## src/rtl/fog_err_demod.sv

```systemverilog
`default_nettype none
// ============================================================================
//  Module   : fog_err_demod
//  Purpose  : Square-wave bias modulator and synchronous error demodulator
//             for a fibre-optic gyro loop. Alternates HIGH/LOW half-periods
//             of Neff = max(N,4) clocks, integrates ADC samples after Weff =
//             min(W,Neff-1) settle clocks in each half, and at every LOW->HIGH
//             boundary emits err = acc_H - acc_L and step = err >>> gain.
//  Revision : 1.0  initial release
// ----------------------------------------------------------------------------
//  Ports
//    i_clk          clock, rising edge
//    i_rst_n        asynchronous active-low reset
//    i_en           run enable; low forces IDLE on the next clock
//    i_adc          signed photodetector sample (ADC_BIT)
//    i_adc_vld      i_adc qualifier
//    i_half_period  N, clocks per half-period (sampled on HIGH entry)
//    i_wait_cnt     W, settle clocks per half (sampled on HIGH entry)
//    i_amp_H/L      modulation levels for HIGH / LOW
//    i_err_gain     arithmetic right shift applied to the error
//    o_mod          registered modulation word
//    o_mod_trig     pulse on the first clock of every half
//    o_err, o_step  raw and scaled error, held between updates
//    o_step_vld     pulse when o_err/o_step update
//    o_state        0 IDLE, 1 HIGH, 2 LOW
//  Build option
//    FOG_DEMOD_STEP_SAT_EN  clamp o_step to [-8388608, +8388607]
// ============================================================================
module fog_err_demod #(
  parameter int ADC_BIT    = 14,
  parameter int OUTPUT_BIT = 32
) (
  input  logic                         i_clk,
  input  logic                         i_rst_n,
  input  logic                         i_en,
  input  logic signed [ADC_BIT-1:0]    i_adc,
  input  logic                         i_adc_vld,
  input  logic        [31:0]           i_half_period,
  input  logic        [31:0]           i_wait_cnt,
  input  logic signed [31:0]           i_amp_H,
  input  logic signed [31:0]           i_amp_L,
  input  logic        [4:0]            i_err_gain,
  output logic signed [OUTPUT_BIT-1:0] o_mod,
  output logic                         o_mod_trig,
  output logic signed [OUTPUT_BIT-1:0] o_err,
  output logic signed [OUTPUT_BIT-1:0] o_step,
  output logic                         o_step_vld,
  output logic        [1:0]            o_state
);

  localparam logic [1:0] c_IDLE = 2'd0;
  localparam logic [1:0] c_HIGH = 2'd1;
  localparam logic [1:0] c_LOW  = 2'd2;

  logic        [1:0]            r_state;
  logic        [31:0]           r_cnt;
  logic        [31:0]           r_neff;
  logic        [31:0]           r_weff;
  logic signed [31:0]           r_acc_h;
  logic signed [31:0]           r_acc_l;

  logic        [31:0]           w_neff_in;
  logic        [31:0]           w_weff_in;
  logic                         w_last;
  logic                         w_take;
  logic                         w_enter_high;
  logic signed [31:0]           w_adc_ext;
  logic signed [31:0]           w_acc_l_fin;
  logic signed [31:0]           w_err32;
  logic signed [OUTPUT_BIT-1:0] w_err;
  logic signed [OUTPUT_BIT-1:0] w_shift;
  logic signed [OUTPUT_BIT-1:0] w_step;

  assign w_neff_in    = (i_half_period < 32'd4) ? 32'd4 : i_half_period;
  assign w_weff_in    = (i_wait_cnt > (w_neff_in - 32'd1)) ? (w_neff_in - 32'd1) : i_wait_cnt;
  assign w_last       = (r_cnt == (r_neff - 32'd1));
  assign w_take       = i_adc_vld && (r_cnt >= r_weff);
  assign w_adc_ext    = 32'(i_adc);
  assign w_enter_high = i_en && ((r_state == c_IDLE) || ((r_state == c_LOW) && w_last));

  // The final LOW sample lands in the same clock as the error update, so it is
  // folded in combinationally rather than waiting for the accumulator.
  assign w_acc_l_fin  = w_take ? (r_acc_l + w_adc_ext) : r_acc_l;
  assign w_err32      = r_acc_h - w_acc_l_fin;
  assign w_err        = OUTPUT_BIT'(w_err32);
  assign w_shift      = w_err >>> i_err_gain;

`ifdef FOG_DEMOD_STEP_SAT_EN
  localparam logic signed [OUTPUT_BIT-1:0] c_SAT_MAX = OUTPUT_BIT'(8388607);
  localparam logic signed [OUTPUT_BIT-1:0] c_SAT_MIN = OUTPUT_BIT'(-8388608);

  always_comb begin
    w_step = w_shift;
    if (w_shift > c_SAT_MAX) begin
      w_step = c_SAT_MAX;
    end else if (w_shift < c_SAT_MIN) begin
      w_step = c_SAT_MIN;
    end
  end
`else
  assign w_step = w_shift;
`endif

  always_ff @(posedge i_clk or negedge i_rst_n) begin
    if (!i_rst_n) begin
      r_state    <= c_IDLE;
      r_cnt      <= 32'd0;
      r_neff     <= 32'd4;
      r_weff     <= 32'd3;
      r_acc_h    <= 32'sd0;
      r_acc_l    <= 32'sd0;
      o_mod      <= '0;
      o_mod_trig <= 1'b0;
      o_err      <= '0;
      o_step     <= '0;
      o_step_vld <= 1'b0;
    end else begin
      o_mod_trig <= 1'b0;
      o_step_vld <= 1'b0;
      if (!i_en) begin
        // Abort: partial sums dropped, last error/step kept.
        r_state <= c_IDLE;
        r_cnt   <= 32'd0;
        r_acc_h <= 32'sd0;
        r_acc_l <= 32'sd0;
        o_mod   <= '0;
      end else if (w_enter_high) begin
        r_state    <= c_HIGH;
        r_cnt      <= 32'd0;
        r_neff     <= w_neff_in;
        r_weff     <= w_weff_in;
        r_acc_h    <= 32'sd0;
        r_acc_l    <= 32'sd0;
        o_mod      <= OUTPUT_BIT'(i_amp_H);
        o_mod_trig <= 1'b1;
        // Only a completed LOW half produces a new error; IDLE entry does not.
        if (r_state == c_LOW) begin
          o_err      <= w_err;
          o_step     <= w_step;
          o_step_vld <= 1'b1;
        end
      end else if (r_state == c_HIGH) begin
        if (w_take) begin
          r_acc_h <= r_acc_h + w_adc_ext;
        end
        if (w_last) begin
          r_state    <= c_LOW;
          r_cnt      <= 32'd0;
          o_mod      <= OUTPUT_BIT'(i_amp_L);
          o_mod_trig <= 1'b1;
        end else begin
          r_cnt <= r_cnt + 32'd1;
        end
      end else if (r_state == c_LOW) begin
        r_acc_l <= w_acc_l_fin;
        r_cnt   <= r_cnt + 32'd1;
      end else begin
        r_state <= c_IDLE;
        r_cnt   <= 32'd0;
        o_mod   <= '0;
      end
    end
  end

  assign o_state = r_state;

endmodule
`default_nettype wire

```

## config.mk

```make
export PLATFORM = sky130hd
export DESIGN_NAME = fog_err_demod
export DESIGN_NICKNAME = d
export VERILOG_FILES = /design/src/rtl/fog_err_demod.sv
export SDC_FILE = /design/constraint.sdc
export NUM_CORES = 1
export LEC_CHECK = 0
export BUFFER_PORTS_ARGS = -buffer_cell sky130_fd_sc_hd__clkbuf_2
export CAP_MARGIN = 20
export CORE_ASPECT_RATIO = 0.8
export CORE_MARGIN = 10
export CORE_UTILIZATION = 60
export DETAILED_ROUTE_END_ITERATION = 7
export PLACE_DENSITY = 0.82
export SLEW_MARGIN = 25
export SYNTH_ARGS = -nofsm -noshare
export SYNTH_HDL_FRONTEND = slang
export SYNTH_SLANG_ARGS = --single-unit
```

## constraint.sdc

```tcl
create_clock -name i_clk -period 10.4 [get_ports i_clk]
set_input_delay 0.52 -clock i_clk [delete_from_list [all_inputs] [get_ports i_clk]]
set_output_delay 0.52 -clock i_clk [all_outputs]
set_load 0.03 [all_outputs]
```

==> out/results.txt <==
The run finished with clean final reports. The signal on the critical path passes through ha_1 -> a21oi_1 -> o21ai_0 -> a2111o_1 -> o2111ai_1 -> o21ai_0 -> nor2_4 -> buf_4 -> mux2_2 -> ha_1 -> nand2b_1 -> a21o_1 -> a211o_1 -> or3_1 -> a311oi_1 -> mux2_2 -> nor2_1 -> xor2_1 -> mux2i_1 -> mux4_2 -> o21ai_0. The tools report the count of antenna diodes in the layout as 0. The clock root buffer master was sky130_fd_sc_hd__clkbuf_16. The remaining antenna violation count after routing is 0, and the largest voltage drop on the vdd net is 0.000125 V.

The die covers 43200 µm². The number of sinks handled by clock tree synthesis is 259. The run gives 2955 as the count of nets after finishing. The cell area after synthesis is 21100 µm². Share of final-layout standard cells stronger than drive strength 1: 16.8%.

The I/O pin count was 251. Global routing consumed, on the met1 layer, 42.0% of the routing resources. Async set-reset flop share out of synthesis: 100%. The routed length per instance was 21.8 µm; the maximum clock insertion buffer count was 3.

Static timing analysis puts the maximum clock frequency at 133 MHz. Setup repair after global routing left no endpoint under its margin. The path class of the tightest hold or removal check is input pin to register. TritonCTS built the clock tree.

Max-cap violations in this run came to 0. The total detailed-routing wirelength is 68100 µm, and the number of enable-type register cells in the synthesized netlist is 0. The sequential fraction of the synthesis area is 30.7%, and the number of vias per cell is 6.43. The die is 188 µm tall. For this design the ratio of total power to cell area is 111 nW/µm². The logs give 2770 for the number of nets in the synthesized netlist and 60.8% for the initial cell density of the core.

The later pin in the worst-skew pair is clocked with a latency of 0.60 ns. In this run the biggest area consumer among cell types represents 30.3% of the synthesized area. After clock tree synthesis, the clock-pin slew on the worst setup and hold paths is 0.07 ns.

The synthesized design contains 259 register bits. The area overhead of the layout relative to synthesis is 11.7%, and the maximum fanout along the worst path is 51. Summed over all cells, the static leakage comes to 11.3 nW. By area the synthesized netlist is led by sky130_fd_sc_hd__dfrtp_1 (30%), sky130_fd_sc_hd__ha_1 (9.5%), sky130_fd_sc_hd__nand2_1 (4.7%). Synthesis produced 2456 cells. The prevailing post-synth register cell is sky130_fd_sc_hd__dfrtp_1.

The floorplan die width is 230 µm. At the end of routability-driven placement, the weighted congestion stood at 0.994. In this run the most used layer during global routing was met2. The post-CTS repair timing setup buffer count was 0. On the critical path the largest part of the delay comes from compound AO/OA/AOI/OAI gates.

The run gives 1 as the level count of the clock H-tree. The via count is 20.1k, and the data required time of the critical path is 10.91 ns. The buffering stage count on the worst path with inverters included was 1. Summed over all layers, the global routing overflow is 0. The critical path's slowest cell was sky130_fd_sc_hd__xor2_1. Summed over all failing endpoints, the final setup total negative slack is 0 ns. After synthesis, the mean cell area works out to 8.60 µm². The cell that appears most often on the critical path is sky130_fd_sc_hd__o21ai_0.

With fillers left out, the area of the finished cells amounts to 23600 µm². The data arrival time at the worst-slack endpoint is 8.01 ns. The first routing iteration left 2003 violations. The logs give 29 for the number of buffers created by CTS and 0 for the max-slew violation count.

The tools report the capturing element type of the critical path as a register. For this run, the detailed router's first-pass iteration total came to 6. The tools report the final count of hold timing violations as 0. The final worst clock skew was 0.0200 ns.

In this run the core area contains 61 standard-cell rows. For met3 alone, demand over resource in global routing was 7.74%. The logs give 52500 µm for the total half-perimeter wirelength after legalization and detailed placement and 31.4% for the worst slew margin relative to its limit. The final critical path time including I/O delays and setup works out to 7.49 ns. The total global routing track utilization is 30.6%, and the largest net degree at the start of global routing is 81. The count of buffers inserted at the top-level ports works out to 250. The critical path in this run is classified as register to register. The total design power was 2.62 mW.

STA classifies the critical path startpoint as a register. Worst hold slack: 0.207 ns. The post-synthesis cell type count was 92; the count of endpoints failing setup in the final report was 0. The logs give 109000 µm for the global-route wire length before repair and 0 for the number of synthesis warnings. After detailed routing, the number of remaining DRC violations is 0. The worst path uses 72.1% of the clock period. For this run, the slowest stage of the critical path takes 0.72 ns. The floorplan step defined a core boundary enclosing 34700 µm². For this run, global-route usage on met2 was measured as 46.3%.

The initial antenna violation count is 0. For the cell area after placement, the log shows 22700 µm². For the number of global-route vias before repair, the log shows 19.7k. The largest total area in the synthesized netlist belongs to sky130_fd_sc_hd__dfrtp_1.

For this run, the share of the core covered by cells in the final layout is 68.0%. The actual slew at the worst max-slew pin is 1.02 ns.
==> per-stage QoR <==
stage / std cells / setup slack (ns)
global route: 3131 / 2.54
CTS: 3131 / 3.10
finish: 3131 / 2.91
global placement: 3081 / 3.23
floorplan: 2456 / 4.14
detailed placement: 3081 / 3.08
==> state kept, by name, indices dropped and copies added (netlist names) <==
register / cells
o_err: 32
o_mod: 32
o_mod_trig: 1
o_state: 2
o_step: 31
o_step_vld: 1
r_acc_h: 32
r_acc_l: 32
r_cnt: 32
r_neff: 32
r_weff: 32
==> synth_stat cells, types with 8 or more instances <==
cell type,number
sky130_fd_sc_hd__a211o_1,9
sky130_fd_sc_hd__a211oi_1,30
sky130_fd_sc_hd__a21o_1,55
sky130_fd_sc_hd__a21oi_1,173
sky130_fd_sc_hd__a22o_1,10
sky130_fd_sc_hd__a22oi_1,37
sky130_fd_sc_hd__and2_1,13
sky130_fd_sc_hd__and3_1,20
sky130_fd_sc_hd__and4_1,8
sky130_fd_sc_hd__clkbuf_1,97
sky130_fd_sc_hd__dfrtp_1,256
sky130_fd_sc_hd__ha_1,160
sky130_fd_sc_hd__inv_1,111
sky130_fd_sc_hd__mux2_2,67
sky130_fd_sc_hd__mux2_4,12
sky130_fd_sc_hd__mux2i_1,80
sky130_fd_sc_hd__mux4_2,13
sky130_fd_sc_hd__nand2_1,267
sky130_fd_sc_hd__nand2b_1,13
sky130_fd_sc_hd__nand3_1,61
sky130_fd_sc_hd__nand4_1,31
sky130_fd_sc_hd__nor2_1,206
sky130_fd_sc_hd__nor2b_1,19
sky130_fd_sc_hd__nor3_1,53
sky130_fd_sc_hd__nor3b_1,8
sky130_fd_sc_hd__nor4_1,25
sky130_fd_sc_hd__o211ai_1,14
sky130_fd_sc_hd__o21a_1,23
sky130_fd_sc_hd__o21ai_0,166
sky130_fd_sc_hd__o21bai_1,16
sky130_fd_sc_hd__o22ai_1,12
sky130_fd_sc_hd__o31a_1,8
sky130_fd_sc_hd__o31ai_1,13
sky130_fd_sc_hd__or3_1,18
sky130_fd_sc_hd__or4_1,11
sky130_fd_sc_hd__xnor2_1,104
sky130_fd_sc_hd__xor2_1,73
==> worst register-to-register path, stage by stage, from the launching register on <==
cell and delay [ns]:
sky130_fd_sc_hd__dfrtp_1 0.44, sky130_fd_sc_hd__ha_1 0.37, sky130_fd_sc_hd__a21oi_1 0.20, sky130_fd_sc_hd__o21ai_0 0.19
sky130_fd_sc_hd__a2111o_1 0.45, sky130_fd_sc_hd__o2111ai_1 0.26, sky130_fd_sc_hd__o21ai_0 0.28, sky130_fd_sc_hd__nor2_4 0.15
sky130_fd_sc_hd__buf_4 0.52, sky130_fd_sc_hd__mux2_2 0.45, sky130_fd_sc_hd__ha_1 0.29, sky130_fd_sc_hd__nand2b_1 0.10
sky130_fd_sc_hd__a21o_1 0.23, sky130_fd_sc_hd__a211o_1 0.34, sky130_fd_sc_hd__or3_1 0.42, sky130_fd_sc_hd__a311oi_1 0.52
sky130_fd_sc_hd__mux2_2 0.43, sky130_fd_sc_hd__nor2_1 0.26, sky130_fd_sc_hd__xor2_1 0.73, sky130_fd_sc_hd__mux2i_1 0.14
sky130_fd_sc_hd__mux4_2 0.48, sky130_fd_sc_hd__o21ai_0 0.15
==> cell usage in the layout (no fill, tap or decap), types with 31 or more instances in the layout <==
cell type	n
sky130_fd_sc_hd__nand2_1	267
sky130_fd_sc_hd__dfrtp_1	256
sky130_fd_sc_hd__clkbuf_2	249
sky130_fd_sc_hd__nor2_1	204
sky130_fd_sc_hd__a21oi_1	172
sky130_fd_sc_hd__o21ai_0	166
sky130_fd_sc_hd__ha_1	160
sky130_fd_sc_hd__inv_1	111
sky130_fd_sc_hd__xnor2_1	104
sky130_fd_sc_hd__mux2i_1	80
sky130_fd_sc_hd__xor2_1	73
sky130_fd_sc_hd__mux2_2	67
sky130_fd_sc_hd__nand3_1	61
sky130_fd_sc_hd__a21o_1	55
sky130_fd_sc_hd__nor3_1	53
sky130_fd_sc_hd__a22oi_1	37
sky130_fd_sc_hd__nand4_1	31
==> timing repair <==
action | 4_1_cts | 5_1_grt
gates resized for setup | 0 | 0
hold buffers | 1 | 0
hold endpoints to repair | 75 | 0
==> power by group <==
group	total, mW	internal (mW)	switching, mW
logic	0.464	0.190	0.275
clock network	1.04	0.579	0.456
registers	1.12	1.06	0.0557
==> kinds of logic (layout without fill, tap and decap cells) <==
group	count (synthesis)	count (layout)	synth area share, %
AND/OR/NAND/NOR	790	790	17.9
AO/OA/AOI/OAI	665	665	20.4
flip-flops	259	259	30.7
multiplexers	173	173	9.65
XOR/XNOR	177	177	7.34
adder cells (fa/ha/maj)	163	163	9.76
buffers and inverters	229	432	4.29
==> cell type report <==
class | instances | area (µm²)
multi-input combinational | 1968 | 13800
tap | 472 | 591
clock inverter | 7 | 80.1
clock buffer | 42 | 835
inverter | 115 | 432
fill | 2779 | 11100
timing repair buffer | 268 | 1400
sequential | 259 | 6480
==> routing by layer <==
layer,up-vias,part of all wire (%)
li1,9305,-
met1,9678,43
met2,964,44
met3,180,9.6
met4,0,3.4
met5,-,0
==> worst paths after layout <==
check | slack (ns) | cells past startpoint | to | start
worst max register to register | 2.91 | 21 | o_step[5] | r_cnt[23]
worst min-delay path | 0.21 | 2 | r_neff[23] | i_half_period[23]
worst min register to register | 0.48 | 1 | o_step[25] | o_step[25]
worst max-delay path | 2.91 | 21 | o_step[5] | r_cnt[23]
max in group asynchronous | 7.83 | 4 | o_err[19] | i_rst_n
min in group asynchronous | 0.51 | 2 | r_weff[3] | i_rst_n
No activity file was read; power rests on OpenSTA's default activity.
